### config.mk
export PLATFORM = sky130hd
export DESIGN_NAME = reg_file_hilo
export DESIGN_NICKNAME = d
export VERILOG_FILES = /design/src/rtl/reg_file_hilo.sv
export SDC_FILE = /design/constraint.sdc
export NUM_CORES = 2
export LEC_CHECK = 0
export BUFFER_PORTS_ARGS = -buffer_cell sky130_fd_sc_hd__buf_4
export CAP_MARGIN = 20
export CORE_MARGIN = 10
export CORE_UTILIZATION = 56
export CTS_CLUSTER_DIAMETER = 150
export DETAILED_ROUTE_END_ITERATION = 12
export PLACE_DENSITY = 0.82
export SYNTH_ARGS = -nofsm -noshare
export SYNTH_HDL_FRONTEND = slang
export SYNTH_SLANG_ARGS = --single-unit
### constraint.sdc
create_clock -name CLK -period 5.8 [get_ports CLK]
set_clock_uncertainty 0.1 [all_clocks]
set_input_delay 1.16 -clock CLK [delete_from_list [all_inputs] [get_ports CLK]]
set_output_delay 1.16 -clock CLK [all_outputs]
set_load 0.05 [all_outputs]
### src/rtl/reg_file_hilo.sv
// Decode-stage register file with a HI/LO pair owned by a multi-cycle mult/div unit while it is BUSY.
// Reads have zero latency (combinational). Writes commit at the next rising CLK edge.
// stall is raised while port A reads HI/LO during BUSY; hilo_wready accepts a result only in BUSY.
module reg_file_hilo #(
    parameter int DATA_W   = 32,
    parameter int ADDR_W   = 5,
    parameter int ZERO_REG = 1,
    parameter int BYPASS   = 1
) (
    input  logic              CLK,
    input  logic              RST_N,
    input  logic [ADDR_W-1:0] rs,
    input  logic [ADDR_W-1:0] rt,
    input  logic [1:0]        rs_sel,
    input  logic              regWrite,
    input  logic [1:0]        w_sel,
    input  logic [ADDR_W-1:0] WAddr,
    input  logic [DATA_W-1:0] WData,
    input  logic              hilo_issue,
    input  logic              hilo_wvalid,
    input  logic [DATA_W-1:0] Whi,
    input  logic [DATA_W-1:0] Wlo,
    output logic              hilo_wready,
    output logic [DATA_W-1:0] rsData,
    output logic [DATA_W-1:0] rtData,
    output logic              hilo_busy,
    output logic              stall,
    output logic              hilo_err
);

    localparam int DEPTH = 2 ** ADDR_W;
    localparam logic [0:0] IDLE = 1'b0;
    localparam logic [0:0] BUSY = 1'b1;

    logic [DATA_W-1:0] gpr [DEPTH];
    logic [DATA_W-1:0] hi, lo;
    logic [0:0]        state, state_nxt;
    logic              err;

    logic busy, complete, gpr_we, mt_hi, mt_lo, hi_we_mt, lo_we_mt, err_set;
    logic [DATA_W-1:0] rs_gpr, rt_gpr, hi_rd, lo_rd;

    assign busy     = (state == BUSY);
    assign complete = busy & hilo_wvalid;
    assign gpr_we   = regWrite & (w_sel == 2'b00) & ~((ZERO_REG != 0) && (WAddr == '0));
    assign mt_hi    = regWrite & (w_sel == 2'b01);
    assign mt_lo    = regWrite & (w_sel == 2'b10);
    // HI/LO belong to the mult/div unit while BUSY, so mthi/mtlo only land in IDLE
    assign hi_we_mt = mt_hi & ~busy;
    assign lo_we_mt = mt_lo & ~busy;
    assign err_set  = (~busy & hilo_wvalid)
                    | (busy & hilo_issue & ~hilo_wvalid)
                    | (busy & (mt_hi | mt_lo));

    assign hilo_busy   = busy;
    assign hilo_wready = busy;
    assign hilo_err    = err;
    assign stall       = busy & ((rs_sel == 2'b01) | (rs_sel == 2'b10))
                       & ~(hilo_wvalid & (BYPASS != 0));

    always_comb begin
        state_nxt = state;
        if (state == IDLE) begin
            if (hilo_issue) state_nxt = BUSY;
        end else if (hilo_wvalid) begin
            state_nxt = hilo_issue ? BUSY : IDLE;
        end
    end

    always_comb begin
        rs_gpr = gpr[rs];
        rt_gpr = gpr[rt];
        hi_rd  = hi;
        lo_rd  = lo;
        if (BYPASS != 0) begin
            if (gpr_we && (WAddr == rs)) rs_gpr = WData;
            if (gpr_we && (WAddr == rt)) rt_gpr = WData;
            if (complete) begin
                hi_rd = Whi;
                lo_rd = Wlo;
            end else begin
                if (hi_we_mt) hi_rd = WData;
                if (lo_we_mt) lo_rd = WData;
            end
        end
        if ((ZERO_REG != 0) && (rs == '0)) rs_gpr = '0;
        if ((ZERO_REG != 0) && (rt == '0)) rt_gpr = '0;

        case (rs_sel)
            2'b01:   rsData = hi_rd;
            2'b10:   rsData = lo_rd;
            default: rsData = rs_gpr;
        endcase
        rtData = rt_gpr;
        // Keep outputs quiet while reset is held, even if write inputs would bypass
        if (!RST_N) begin
            rsData = '0;
            rtData = '0;
        end
    end

    always_ff @(posedge CLK or negedge RST_N) begin
        if (!RST_N) begin
            for (int i = 0; i < DEPTH; i++) gpr[i] <= '0;
            hi    <= '0;
            lo    <= '0;
            state <= IDLE;
            err   <= 1'b0;
        end else begin
            if (gpr_we) gpr[WAddr] <= WData;
            if (complete) begin
                hi <= Whi;
                lo <= Wlo;
            end else begin
                if (hi_we_mt) hi <= WData;
                if (lo_we_mt) lo <= WData;
            end
            state <= state_nxt;
            if (err_set) err <= 1'b1;
        end
    end

endmodule

Yosys cells after proc, flatten, opt, wreduce, memory -nomap -nowiden
Index checks and enable logic that the tools add are counted.
Word-level totals
  register bits after elaboration: 1090
  latch bits: 0
  memory bits (writable): 0
  memory bits (read-only): 0
  input port bits: 120
  logic and storage cells: 99
  memories: 0
Operators by class
  $add $sub $neg: 0
  multiply operators: 0
  divide/modulo/power cells: 0
  order comparisons: 4
  equal/unequal tests: 6
  shift-type cells: 0
  mux-type cells: 23
  bitwise logic cells: 23
  reduce and logical (&&, ||, !) cells: 7
Operator list (count)
  $bwmux W1024: 1
  $mux W32: 15
  $bmux W32 S5: 2
  $demux W32 S5: 1
  $pmux W32 S2: 1
  $ge A6 B6 Y1 const B: 3
  $not A5 Y6: 3
  $logic_not A5 Y1: 3
  $and A1 B1 Y1: 13
  $eq A5 B5 Y1: 2
  $lt A6 B1 Y1 const B: 1
  $eq A2 B1 Y1 const B: 2
  $eq A2 B2 Y1 const B: 2
  $or A1 B1 Y1: 4
  $logic_and A1 B1 Y1: 3
  $mux W1: 3
  $not A1 Y1: 3
  $logic_not A2 Y1: 1

Logic depth before layout (Yosys ltp)
  depth after elaboration: 8
  gate-level depth with buffers: 11

Least setup slack after synthesis
OpenSTA, ideal clock, no wires.
  path type: input to output
  start point: input rs[1]
  end point: output rsData[18]
  data arrival time: 4.815 ns
  slack: -0.275 ns
  cell stages on the path: 9
  buffers on the path: 4
  cells stage by stage: buf_4 buf_4 nor2b_1 buf_2 buf_2 a22o_1 nor3_1 a2111oi_0 a2111oi_0
On the way
  cells in the longest elaborated chain, start to end: 8
  elaborated cells on any way between the ends: 11
Ends and longest elaborated chain
  from (decl): line 12  | input logic [ADDR_W-1:0] rs,
  $not A5 Y6 (implied by the code): line 71  | rs_gpr = gpr[rs];
  $bmux W32 S5: line 71
  $mux W32 (implied by the code) (2 in series): line 71
  $mux W32: line 76  | if (gpr_we && (WAddr == rs)) rs_gpr = WData;
  $mux W32 *: line 86  | if ((ZERO_REG != 0) && (rs == '0)) rs_gpr = '0;
  $pmux W32 S2 *: line 89  | case (rs_sel)
  $mux W32 *: line 96  | if (!RST_N) begin
  to (decl): line 24  | output logic [DATA_W-1:0] rsData,
Mark *: on every way between the ends. The rest lies on a longest branch, timed or not. The select of a mux whose other input is x is not followed.

Worst setup path in the final report
  start point: input rs[1]
  end point: output rsData[10]
The elaborated chain is that of the path after synthesis.

==> out/qor.yml <==
synth-seq-area-share_pct: 46.4
initial_antenna_violation_count: 7
grt_usage_pct: 30.7
cts_root_buffer: "clkbuf_16"
final_net_count: 4100
rrSetupSlack_ns: 3.56
post_synth_and_or_nand_nor_area_fraction_pct: 2.56
insertion_delay_ns: 0.70
row_count: 118
synth_fp_nets: 4102
fill_cells: 7155
post_synthesis_cell_area_sq_mm: 0.0588
drive_gt1_share_pct: 52.3
place.port_buffers: 187
wl_met1_um: 65800
design.die.area_sq_mm: 0.118
holdCritPathClass: "reg -> reg"
detail_route.wl_per_cell_um: 33.5
rsz0062_at_grt: "no"
post_drt_via_cell_ratio: 7.26
critPathCaptureType: "primary output"
worst_hold_path_stage_count: 0
clock_transition_at_path_regs_ns: 0.06
synth_top_family_by_area: "multiplexers"
worst_slew_margin_rel_pct: 20.7
placeableCoreArea_sq_mm: 0.104
global_placer_s_final_weighted_congestion: 0.896
vias_after_detailed_routing: 39588
synth_most_common_cell: "dfrtp_1"
power_report.internal_total_uw: 14400
worst-path-max-fanout: 42
synth_cell_type_count: 55
routed_wl_um: 183000
synthesis.instances: 3980
max_freq_ghz: 0.181
report.final.hold_viol_count: 0
power_frac_seq_pct: 44.7
synth_top_area_share_pct: 46.4
setup_viol_count_final: 0
hpwl_um: 114000
holdBufCountCts: 0
total_cts_buffers: 108
synth_async_sr_flop_share_pct: 100
worst-endpoint-required_ns: 4.54
synth-adder-area-share_pct: 0.0426
drt_first_iter_violations: 4670
drc: 0
min_from: "gpr[1003]$_DFFE_PN0P_"
timing.rr.start: "hilo_busy$_DFF_PN0_"
gr-total-overflow: 0
synth_area_per_cell_sq_um: 14.8
regToRegEndpoint: "hi[1]$_DFF_PN0_"
rr_worst_depth: 4
postCtsSetupRepairBufs: 0
first_global_vias: 41234
io-pin-count: 188
grt_max_degree: 159
ratio_of_final_minimum_period_to_clock_period_pct: 95.3
tritoncts: "built"
synth_compound_gate_area_share_pct: 5.11
worst_hold_slack_ns: 0.299
post_synth_edffs: 0
final_antenna_net_count: 0
worst_tran_pin_value_ns: 1.19
finalSetupTns_ns: 0
crit_path_class: "in -> out"
period_needed_ns: 5.53
netlist.top_cell.by_area: "dfrtp_1"
vdd_ir_drop_max_mv: 0.257
share_clk_of_total_power_pct: 40.3
power.density_cell_area_mw_per_mm2: 297
synth.ff_latch_count: 1090
fp.dieH_um: 344
die_x_um: 344
muxShareOfSynthArea_pct: 41.8
area.growth.synth_to_final_pct: 11.6
switching_power_uw: 5060
power.static_leakage_uw: 0.0300
cts_htree_levels: 3
slew_violations: 0
maxUsedRoutingLayer: "met5"
switching_share_pct: 26.0
status: "finished, final reports clean"
combinationalPowerShare_pct: 15.0
global_route_wire_length_before_repair_um: 272000
cts_num_sinks: 1090
floorplan.initialDensity_pct: 56.5
wl_met2_um: 82300
synthFlopType: "dfrtp_1"
synth_commonest_cells: "1090 x dfrtp_1, 1003 x mux2_2, 535 x mux4_2"
dr_wl_met3_um: 23800
yosysWarnings: 0
drv_cap: 0
startpoint_type: "primary input"
dr.pass1.iters: 6
whs_endpoint: "gpr[1003]$_DFFE_PN0P_"
synth_xor_xnor_area_share_pct: 0.164
clock_path_buffers: 3
post_synth_main_area_contributors: "dfrtp_1 46%, mux4_2 21%, mux2_2 19%"
timing.critical_path.arrival_ns: 4.27
==> state kept, by name (all words and copies together), names as in the netlist <==
register / cells
hi: 32
gpr: 1024
hilo_busy: 1
lo: 32
hilo_err: 1
==> logic make-up (layout without fill, tap and decap cells) <==
logic type,count (synthesis),in the layout
muxes,1660,1660
other,0,5
buffers and inverters,479,567
adders and majority gates,2,2
xor gates and xnor gates,11,11
DFF,1090,1090
and+or+nand+nor,327,327
AOI/OAI and AO/OA,411,411
==> area by class of cell <==
type	count	area, sq um	share of cell area, %
timing repair buffer	360	3190	4.87
sequential	1090	27300	41.6
clock inverter	42	762	1.16
antenna	5	12.5	0.0191
inverter	7	26.3	0.0401
multi-input combinational	2411	29400	44.8
clock buffer	158	3200	4.89
tap	1380	1730	2.63
==> per-layer routing <==
| metal | vias up | GRT usage (%) |
|---|---|---|
| met4 | 6 | 16.8 |
| li1 | 15367 | - |
| met2 | 2709 | 46.0 |
| met5 | - | 0 |
| met3 | 692 | 10.3 |
| met1 | 20814 | 39.4 |
==> cells in the final DEF, fill, tap and decap left out, drive strengths merged, types with 3 or more instances in the layout <==
cell / count
o221ai: 11
mux2i: 121
a21oi: 65
or2: 3
dfrtp: 1090
clkinvlp: 4
mux2: 1004
clkinv: 18
nand3: 12
o211ai: 6
a221o: 9
nor2b: 42
diode: 5
nand2b: 18
a22o: 39
and2: 4
clkbuf: 159
o21ai: 34
nand2: 146
o22ai: 36
nor3: 26
a22oi: 52
inv: 7
a211oi: 76
a21o: 18
buf: 357
mux4: 535
a221oi: 35
nor3b: 4
bufinv: 20
a2111oi: 24
o21a: 3
xor2: 9
nor2: 63
==> worst max-delay path, stage by stage <==
cell and delay (ns):
buf_8 0.17, buf_12 0.24, nand2_1 0.60, buf_4 0.28, o22ai_1 0.11, nor2_1 0.55
nand2_1 0.17, a21oi_2 0.58, buf_4 0.32
==> repair_timing <==
item	CTS	global route
endpoints found under the hold margin	0	0
endpoints found under the setup margin	0	1
gates resized for setup	0	1
==> power by group through the flow <==
| stage | registers (uW) | clock network, uW | logic, uW |
|---|---|---|---|
| 2_1_floorplan | 8640 | 0 | 2020 |
| 3_3_place_gp | 8750 | 0 | 2790 |
| 3_5_place_dp | 8800 | 0 | 2860 |
| 4_1_cts | 8670 | 7850 | 2890 |
| 5_1_grt | 8760 | 8150 | 3080 |
| 6_report | 8690 | 7840 | 2920 |
==> worst max path at each step <==
stage,from,to,slack [ns],cells after the start
3_5_place_dp,rs[0],rsData[10],0.18,10
3_3_place_gp,rs[0],rsData[10],0.18,10
4_1_cts,rs[0],rsData[10],0.17,10
6_report,rs[1],rsData[10],0.27,9
2_1_floorplan,rs[1],rsData[18],0.38,9
5_1_grt,rs[0],rsData[10],0.16,10
==> per-stage QoR <==
stage               util (%)  setup slack [ns]  power [uW]  area [sq um]  std cells
global route            63.1             0.156       20000         65600       5450
CTS                     63.0             0.173       19400         65500       5446
finish                  63.1             0.270       19400         65600       5453
floorplan                  -             0.385       10700         58800       3980
detailed placement      59.2             0.177       11700         61600       5246
global placement        59.2             0.183       11500         61500       5244
(Power assumes the default switching activity.)
